[config.mk]
export PLATFORM = sky130hd
export DESIGN_NAME = time_alarm_scheduler
export DESIGN_NICKNAME = d
export VERILOG_FILES = /design/src/rtl/time_sched_pkg.sv /design/src/rtl/time_slot_table.sv /design/src/rtl/time_alarm_scheduler.sv
export SDC_FILE = /design/constraint.sdc
export NUM_CORES = 1
export LEC_CHECK = 0
export CORE_MARGIN = 8
export CORE_UTILIZATION = 45
export DETAILED_ROUTE_END_ITERATION = 8
export HOLD_SLACK_MARGIN = 0.1
export PLACE_DENSITY_LB_ADDON = 0.3
export SETUP_SLACK_MARGIN = 0.2
export SYNTH_ARGS = -nofsm -noshare
export SYNTH_HDL_FRONTEND = slang
export SYNTH_SLANG_ARGS = --single-unit
[constraint.sdc]
create_clock -name clk -period 6 [get_ports clk]
set_input_delay 1.8 -clock clk [delete_from_list [all_inputs] [get_ports clk]]
set_output_delay 1.8 -clock clk [all_outputs]
set_load 0.02 [all_outputs]
[src/rtl/time_sched_pkg.sv]
// time_sched_pkg
//   Shared types and defaults for the alarm scheduler slice.
//   - sched_state_e : scanner FSM states
//   - alarm_slot_t  : one slot table entry {armed, deadline}
//   - deadline_due  : shared expiry predicate used by the scanner
// Deadlines are stored at TIME_W_MAX bits, so TIME_W must not exceed 64.
package time_sched_pkg;

  localparam int NUM_SLOTS_DEF = 4;
  localparam int TIME_W_DEF    = 64;
  localparam int TIME_W_MAX    = 64;

  typedef enum logic [0:0] {
    SCAN = 1'b0,
    HOLD = 1'b1
  } sched_state_e;

  typedef struct packed {
    logic                  armed;
    logic [TIME_W_MAX-1:0] deadline;
  } alarm_slot_t;

  // A slot is due when it is armed, time is valid and its deadline has
  // been reached (unsigned compare; no wrap handling at 64 bits).
  function automatic logic deadline_due(
    input alarm_slot_t           entry,
    input logic [TIME_W_MAX-1:0] now,
    input logic                  now_ok
  );
    logic due;
    if (entry.armed && now_ok && (entry.deadline <= now)) begin
      due = 1'b1;
    end else begin
      due = 1'b0;
    end
    return due;
  endfunction

endpackage

[src/rtl/time_slot_table.sv]
// time_slot_table
//   Register array of alarm slots.
//   Ports:
//     clk, rst_n               - clock, async active-low reset (all disarmed)
//     wr_en/wr_slot/wr_cancel/wr_time
//                              - request write port (arm or cancel)
//     clr_en/clr_slot          - scanner disarm port
//     rd_slot/rd_entry         - combinational read port (scanner pointer)
//     armed_mask               - armed bit of every slot
//   A request write and a scanner clear on the same slot resolve in favour
//   of the request, so a fresh arm is never lost to a stale match.
module time_slot_table
  import time_sched_pkg::*;
#(
  parameter int NUM_SLOTS = NUM_SLOTS_DEF,
  parameter int TIME_W    = TIME_W_DEF,
  parameter int SLOT_W    = $clog2(NUM_SLOTS)
) (
  input  logic                 clk,
  input  logic                 rst_n,
  input  logic                 wr_en,
  input  logic [SLOT_W-1:0]    wr_slot,
  input  logic                 wr_cancel,
  input  logic [TIME_W-1:0]    wr_time,
  input  logic                 clr_en,
  input  logic [SLOT_W-1:0]    clr_slot,
  input  logic [SLOT_W-1:0]    rd_slot,
  output alarm_slot_t          rd_entry,
  output logic [NUM_SLOTS-1:0] armed_mask
);

  alarm_slot_t slot_r [NUM_SLOTS];

  // Slot storage: request write has priority over scanner clear.
  always_ff @(posedge clk or negedge rst_n) begin
    if (!rst_n) begin
      for (int k = 0; k < NUM_SLOTS; k++) begin
        slot_r[k].armed    <= 1'b0;
        slot_r[k].deadline <= {TIME_W_MAX{1'b0}};
      end
    end else begin
      for (int k = 0; k < NUM_SLOTS; k++) begin
        if (wr_en && (wr_slot == SLOT_W'(k))) begin
          if (wr_cancel) begin
            slot_r[k].armed <= 1'b0;
          end else begin
            slot_r[k].armed    <= 1'b1;
            slot_r[k].deadline <= TIME_W_MAX'(wr_time);
          end
        end else if (clr_en && (clr_slot == SLOT_W'(k))) begin
          slot_r[k].armed <= 1'b0;
        end else begin
          slot_r[k] <= slot_r[k];
        end
      end
    end
  end

  // Read port at the scanner pointer.
  always_comb begin
    rd_entry = slot_r[rd_slot];
  end

  // Armed bits gathered into the status mask.
  always_comb begin
    armed_mask = '0;
    for (int k = 0; k < NUM_SLOTS; k++) begin
      armed_mask[k] = slot_r[k].armed;
    end
  end

endmodule

[src/rtl/time_alarm_scheduler.sv]
// time_alarm_scheduler
//   Round-robin alarm scheduler sharing one deadline comparator among
//   NUM_SLOTS programmable slots.
//   Ports:
//     clk, rst_n                       - clock, async active-low reset
//     now_sec, now_valid               - current epoch seconds and its qualifier
//     req_valid/req_ready/req_slot/req_cancel/req_time
//                                      - arm/cancel request channel
//     fire_valid/fire_ready/fire_slot/fire_time
//                                      - expired-alarm output channel
//     armed_mask                       - armed bit per slot
//   SCAN visits one slot per cycle; a due slot is latched into the fire
//   register, disarmed, and held (HOLD) until the consumer accepts it.
module time_alarm_scheduler
  import time_sched_pkg::*;
#(
  parameter  int NUM_SLOTS = NUM_SLOTS_DEF,
  parameter  int TIME_W    = TIME_W_DEF,
  localparam int SLOT_W    = $clog2(NUM_SLOTS)
) (
  input  logic                 clk,
  input  logic                 rst_n,
  input  logic [TIME_W-1:0]    now_sec,
  input  logic                 now_valid,
  input  logic                 req_valid,
  output logic                 req_ready,
  input  logic [SLOT_W-1:0]    req_slot,
  input  logic                 req_cancel,
  input  logic [TIME_W-1:0]    req_time,
  output logic                 fire_valid,
  input  logic                 fire_ready,
  output logic [SLOT_W-1:0]    fire_slot,
  output logic [TIME_W-1:0]    fire_time,
  output logic [NUM_SLOTS-1:0] armed_mask
);

  sched_state_e        state_r, state_s;
  logic [SLOT_W-1:0]   ptr_r, ptr_s;
  logic                fire_valid_r, fire_valid_s;
  logic [SLOT_W-1:0]   fire_slot_r, fire_slot_s;
  logic [TIME_W-1:0]   fire_time_r, fire_time_s;
  logic                req_ready_r;
  logic                req_acc_s;
  logic                req_hit_s;
  logic                due_s;
  logic                clr_en_s;
  alarm_slot_t         rd_entry_s;

  time_slot_table #(
    .NUM_SLOTS (NUM_SLOTS),
    .TIME_W    (TIME_W),
    .SLOT_W    (SLOT_W)
  ) u_table (
    .clk        (clk),
    .rst_n      (rst_n),
    .wr_en      (req_acc_s),
    .wr_slot    (req_slot),
    .wr_cancel  (req_cancel),
    .wr_time    (req_time),
    .clr_en     (clr_en_s),
    .clr_slot   (ptr_r),
    .rd_slot    (ptr_r),
    .rd_entry   (rd_entry_s),
    .armed_mask (armed_mask)
  );

  // Request acceptance and collision with the slot under the scanner.
  // A request to the visited slot discards that visit's match so a
  // re-armed slot is judged against its new deadline next time round.
  always_comb begin
    req_acc_s = req_valid && req_ready_r;
    req_hit_s = req_acc_s && (req_slot == ptr_r);
    due_s     = deadline_due(rd_entry_s, TIME_W_MAX'(now_sec), now_valid);
  end

  // Scanner FSM next-state, pointer and fire register load.
  always_comb begin
    state_s      = state_r;
    ptr_s        = ptr_r;
    fire_valid_s = fire_valid_r;
    fire_slot_s  = fire_slot_r;
    fire_time_s  = fire_time_r;
    clr_en_s     = 1'b0;
    case (state_r)
      SCAN: begin
        if (due_s && !req_hit_s) begin
          // Pointer stays on the fired slot until the handshake.
          state_s      = HOLD;
          fire_valid_s = 1'b1;
          fire_slot_s  = ptr_r;
          fire_time_s  = rd_entry_s.deadline[TIME_W-1:0];
          clr_en_s     = 1'b1;
        end else begin
          ptr_s = ptr_r + SLOT_W'(1);
        end
      end
      HOLD: begin
        if (fire_ready) begin
          state_s      = SCAN;
          fire_valid_s = 1'b0;
          ptr_s        = ptr_r + SLOT_W'(1);
        end else begin
          state_s = HOLD;
        end
      end
      default: begin
        state_s      = SCAN;
        fire_valid_s = 1'b0;
      end
    endcase
  end

  // State, pointer and output registers.
  always_ff @(posedge clk or negedge rst_n) begin
    if (!rst_n) begin
      state_r      <= SCAN;
      ptr_r        <= {SLOT_W{1'b0}};
      fire_valid_r <= 1'b0;
      fire_slot_r  <= {SLOT_W{1'b0}};
      fire_time_r  <= {TIME_W{1'b0}};
      req_ready_r  <= 1'b0;
    end else begin
      state_r      <= state_s;
      ptr_r        <= ptr_s;
      fire_valid_r <= fire_valid_s;
      fire_slot_r  <= fire_slot_s;
      fire_time_r  <= fire_time_s;
      req_ready_r  <= 1'b1;
    end
  end

  assign req_ready  = req_ready_r;
  assign fire_valid = fire_valid_r;
  assign fire_slot  = fire_slot_r;
  assign fire_time  = fire_time_r;

endmodule

# [Word level (Yosys, flattened, before mapping)]
# Index checks and enable logic that the tools add are counted.
# Widths: inputs -> output; s select.
[op_classes] reduce_logical=27 n_bitwise=3 n_eq_ne=10 n_mux=27 add_sub_neg=1 n_lt_le_gt_ge=2
[op_table] op="$mux 65" n=6
[op_table] op="$mux 64" n=4
[op_table] op="$bmux 65 s2" n=1
[op_table] op="$le 64x64->1" n=1
[op_table] op="$reduce_and 2->1" n=7
[op_table] op="$logic_and 1x1->1" n=13
[op_table] op="$mux 1" n=11
[op_table] op="$eq 2x2->1 const B" n=4
[op_table] op="$reduce_bool 2->1" n=4
[op_table] op="$ne 2x2->1 const B" n=3
[op_table] op="$eq 2x1->1 const B" n=2
[op_table] op="$logic_not 2->1" n=2
[op_table] op="$mux 2" n=2
[op_table] op="$pmux 1 s2" n=2
[op_table] op="$pmux 2 s2" n=1
[op_table] op="$ge 3x3->1 const B" n=1
[op_table] op="$not 2->3" n=1
[op_table] op="$add 2x1->2 const B" n=1
[op_table] op="$eq 2x2->1" n=1
[op_table] op="$not 1->1" n=2
[op_table] op="$logic_not 1->1" n=1
[word_totals] wordCells=84 reg_bits=331 inputBits=136 out_inout_bits=72

# [Longest topological paths before layout]
[depth] depth_word=13 depth_mapped=14 ltp_nobuf=10

# [By module]
# Synthesis repeated with hierarchy kept, for this count alone.
[hier_totals] hier_cells=1034 area_unflattened_um2=16185.5
[by_module_without_submodules] mod="time_slot_table" cells_each=644 instances=1 area_per_inst_um2=11771.3
[by_module_without_submodules] mod="time_alarm_scheduler" cells_each=390 instances=1 area_per_inst_um2=4414.2

# [Least setup slack after synthesis]
# No wires, ideal clock.
[synth_path] path_type="register to register" from="register ptr_r[0]" to="register fire_slot_r[0] (netlist: fire_slot[0])" n_path_buf=4 setup_ns=0.125 period_less_slack_ns=4.601 slack_ns=1.399 arrival_time_ns=4.476 t_required_ns=5.875 path_stages_with_launch=13 cell_sequence="dfrtp_1 -> buf_2 -> clkbuf_1 -> buf_1 -> mux4_2 -> ha_1 -> nand4_2 -> or4_4 -> nor4_4 -> a2111oi_4 -> a21oi_4 -> buf_8 -> mux2_4"
[synth_rtl] element="start, declared" line="time_alarm_scheduler.sv:38" source="logic [SLOT_W-1:0] ptr_r, ptr_s;"
[synth_rtl] element="start signal, assigned" line="time_alarm_scheduler.sv:117" source="ptr_r <= {SLOT_W{1'b0}};"
[synth_rtl] element="start signal, assigned" line="time_alarm_scheduler.sv:124" source="ptr_r <= ptr_s;"
[synth_rtl] element="end signal, assigned" line="time_alarm_scheduler.sv:119" source="fire_slot_r <= {SLOT_W{1'b0}};"
[synth_rtl] element="end signal, assigned" line="time_alarm_scheduler.sv:126" source="fire_slot_r <= fire_slot_s;"
[synth_rtl] element="end, declared" line="time_alarm_scheduler.sv:40" source="logic [SLOT_W-1:0] fire_slot_r, fire_slot_s;"

# [Final worst setup path]
[layout_path] from="input now_sec[63]" to="register fire_slot_r[1] (netlist: fire_slot[1])"
[layout_via] elab_chain_len=5
[layout_rtl] element="start, declared" line="time_alarm_scheduler.sv:23" source="input logic [TIME_W-1:0] now_sec,"
[layout_rtl] element="$le 64x64->1" line="time_sched_pkg.sv:31" source="if (entry.armed && now_ok && (entry.deadline <= now)) begin"
[layout_rtl] element="$logic_and 1x1->1" line="time_sched_pkg.sv:31"
[layout_rtl] element="$mux 1" line="time_sched_pkg.sv:31"
[layout_rtl] element="$logic_and 1x1->1" line="time_alarm_scheduler.sv:86" source="if (due_s && !req_hit_s) begin"
[layout_rtl] element="$reduce_and 2->1 (no line)"
# No other way between the ends.
# A chain may end at the register's enable or synchronous reset.

==> out/metrics.cfg <==
[worst_setup_path]
start_kind = input port
worst-endpoint-arrival_ps = 5360
crit_required_ps = 6410
critPathMaxStageDelay_ps = 820
cp-end-kind = register
critPathKind = in -> reg
crit_slowest_cell = nor4_1
path_cells = clkdlybuf4s50_1 > inv_1 > ha_1 > nand4_1 > nor4_1 > nand2_1 > a211oi_1 > a2111oi_4 > a21oi_4 > buf_12 > mux2_2
path_max_fanout = 40

[clock_network]
clk_path_buf_depth = 3
clk_pin_slew_ps = 60
cts_buffers = 38
clkSinkCount = 331
cts_max_level = 2
ctsResizeCount = 0
cts_root_buf = clkbuf_16
insertion_delay_ps = 530
cts_tree = done
postCtsSetupBuffers = 0
cts_hold_buffers = 0

[cells_and_area]
area_growth_pct = 23.9
fillers = 2843
final_common_cell = dfrtp_1
drive_above_1_share_pct = 37.5
final-seq-area_um2 = 8290
nets = 1455
multiInputGateArea_um2 = 7070
fin_area_um2 = 19700
most-common-layout-cells = dfrtp_1, mux2_2, clkdlybuf4s50_1
final_cells = 1740

[placement]
placedCellCount = 1672
placed_area_um2 = 18500
gp_congestion = 0.764
post-place-ws_ps = 455
dp_hpwl_um = 25000
port_buffers = 207

[power]
vdd.ir_drop.worst_v = 0.000292
power_density_nw_per_um2 = 474
power_leakage_uw = 0.00898
total_power_uw = 9350

[logic_synthesis]
synth_area_leaders = dfrtp_1, mux2_2, mux4_2
seq_area_frac_synth_pct = 52.0
synth_seq_cells = 331
syn_area_um2 = 15900
synth_top_family_by_area = multiplexers
synth-compound-area-share_pct = 2.65
synthSimpleGateAreaFrac_pct = 2.51
synthXorXnorAreaFrac_pct = 0.165
yosysTopAreaCell = dfrtp_1
synth_top_area_share_pct = 52.0
synth_fa_ha_area_share_pct = 5.34
synth_nets = 1250
ys.warnings.count = 0
synthMuxAreaShare_pct = 33.6
netlist-cell-type-count = 47
syn_inst = 1046
avgSynthCellArea_um2 = 15.2

[grt]
grt_start_max_net_pins = 126
grt_util_met2_pct = 29.1
track_usage_pct = 18.0
grt_pass1_wl_um = 59800
overflow = 0
antenna_found_initial = 1
use_met1_pct = 24.7
gr-max-usage-layer = met2
grtUsageMet3_pct = 3.74
grt_pass1_vias = 10500

[die]
dieArea_um2 = 41700
start_util_pct = 45.2
die_w_um = 204
core_area_um2 = 35200
ios = 208
rows = 69
die_height_um = 204

[sta]
finClkSkew_ps = 19.2
worst_slew_margin_rel_pct = 26.8
setup_tns_ps = 0
max_slew.worst_pin.slew_ps = 1100
finalHoldViolCount = 0
worst_slack_ps = 1050
timing.fmax_mhz = 202
setup_viol = 0
period_share_pct = 82.5
grt_setup_unrepaired = no
drv_slew = 0
period_needed_ps = 4950

[route]
via_count = 9411
wl_um = 37100
wl_per_cell_um = 21.3
drt-vias-per-instance = 5.41
drt_first_pass_iters = 4
drt_iter0_markers = 438
drc = 0
antenna_left = 0

[flow_run]
max_cap_viol_count = 0

[min_path]
hold_path.class = reg -> reg

[outcome]
outcome = complete, no violations

-- where the power goes --
group | internal, µW | switching [µW] | leakage [µW]
sequential | 2880 | 453 | 0.00407
clock | 1420 | 914 | 0.000638
combinational | 2070 | 1610 | 0.00427
total | 6370 | 2980 | 0.00898
-- flip-flops by register name (all words and copies together) (netlist names) --
signal,cells
u_table.slot_r,256
fire_time,64
u_table.armed_mask,4
fire_slot,2
ptr_r,2
fire_valid,1
req_ready,1
state_r,1
-- area by class of cell --
type	count	share of cell area [%]
Antenna cell	1	0.0127
Sequential cell	331	42.0
Tap cell	461	2.92
Clock inverter	16	0.913
Timing Repair Buffer	220	11.4
Multi-Input combinational cell	591	35.9
Inverter	69	1.31
Clock buffer	51	5.57
-- critical path, delay by kind of cell --
kind / cells / cell delay [ps]
multiplexers: 1 / 370
AO/OA/AOI/OAI: 3 / 790
adder cells (fa/ha/maj): 1 / 290
buffers and inverters: 3 / 840
AND/OR/NAND/NOR: 3 / 1250
-- kinds of logic (layout without fill, tap and decap cells) --
kind of cell | after synthesis | in the layout
AO/OA/AOI/OAI | 61 | 61
multiplexers | 388 | 388
flip-flops | 331 | 331
XOR/XNOR | 3 | 3
AND/OR/NAND/NOR | 70 | 70
buffers and inverters | 124 | 356
adder cells (fa/ha/maj) | 68 | 68
other | 1 | 2
-- Yosys cell counts, drive strengths merged --
| cell type | number |
|---|---|
| a21o | 6 |
| o211ai | 1 |
| dfrtp | 331 |
| nor4 | 4 |
| conb | 1 |
| buf | 21 |
| o31ai | 2 |
| or4b | 1 |
| xor2 | 2 |
| o22a | 1 |
| mux4 | 65 |
| o41ai | 1 |
| nand4 | 17 |
| mux2 | 323 |
| o21ba | 1 |
| nand3 | 11 |
| nor2b | 1 |
| or4 | 1 |
| a221o | 1 |
| o21ai | 7 |
| a2bb2oi | 2 |
| nand2b | 5 |
| nand2 | 17 |
| nor3 | 3 |
| nor2 | 6 |
| a21boi | 1 |
| or3 | 2 |
| a2111oi | 3 |
| xnor2 | 1 |
| o2111ai | 1 |
| ha | 68 |
| and4 | 1 |
| a21oi | 31 |
| and4b | 1 |
| inv | 69 |
| clkbuf | 34 |
| a221oi | 1 |
| a211oi | 2 |
-- worst paths after layout --
kind | cells after the start | endpoint | startpoint | slack (ps)
setup / recovery | 11 | fire_slot[1]$_DFFE_PN0P_ | now_sec[63] | 1050
hold / removal | 1 | u_table.slot_r[181]$_DFFE_PN0P_ | u_table.slot_r[181]$_DFFE_PN0P_ | 500
setup reg to reg | 11 | fire_slot[1]$_DFFE_PN0P_ | ptr_r[0]$_DFFE_PN0P_ | 1120
hold reg to reg | 1 | u_table.slot_r[181]$_DFFE_PN0P_ | u_table.slot_r[181]$_DFFE_PN0P_ | 500
max in group asynchronous | 2 | u_table.slot_r[245]$_DFFE_PN0P_ | rst_n | 3430
min in group asynchronous | 1 | fire_time[23]$_DFFE_PN0P_ | rst_n | 1350
-- per-layer routing --
| layer | routed length [µm] | vias up |
|---|---|---|
| li1 | - | 4248 |
| met1 | 16900 | 4931 |
| met2 | 17800 | 178 |
| met3 | 1750 | 52 |
| met4 | 667 | 2 |
| met5 | 13 | - |
-- metrics by stage --
step	util, %	hold WS [ps]
floorplan	-	475
global placement	52.4	482
detailed placement	52.4	488
CTS	56.0	503
global route	56.0	512
finish	56.0	500
Note: power is estimated with default switching activity, not from simulation.
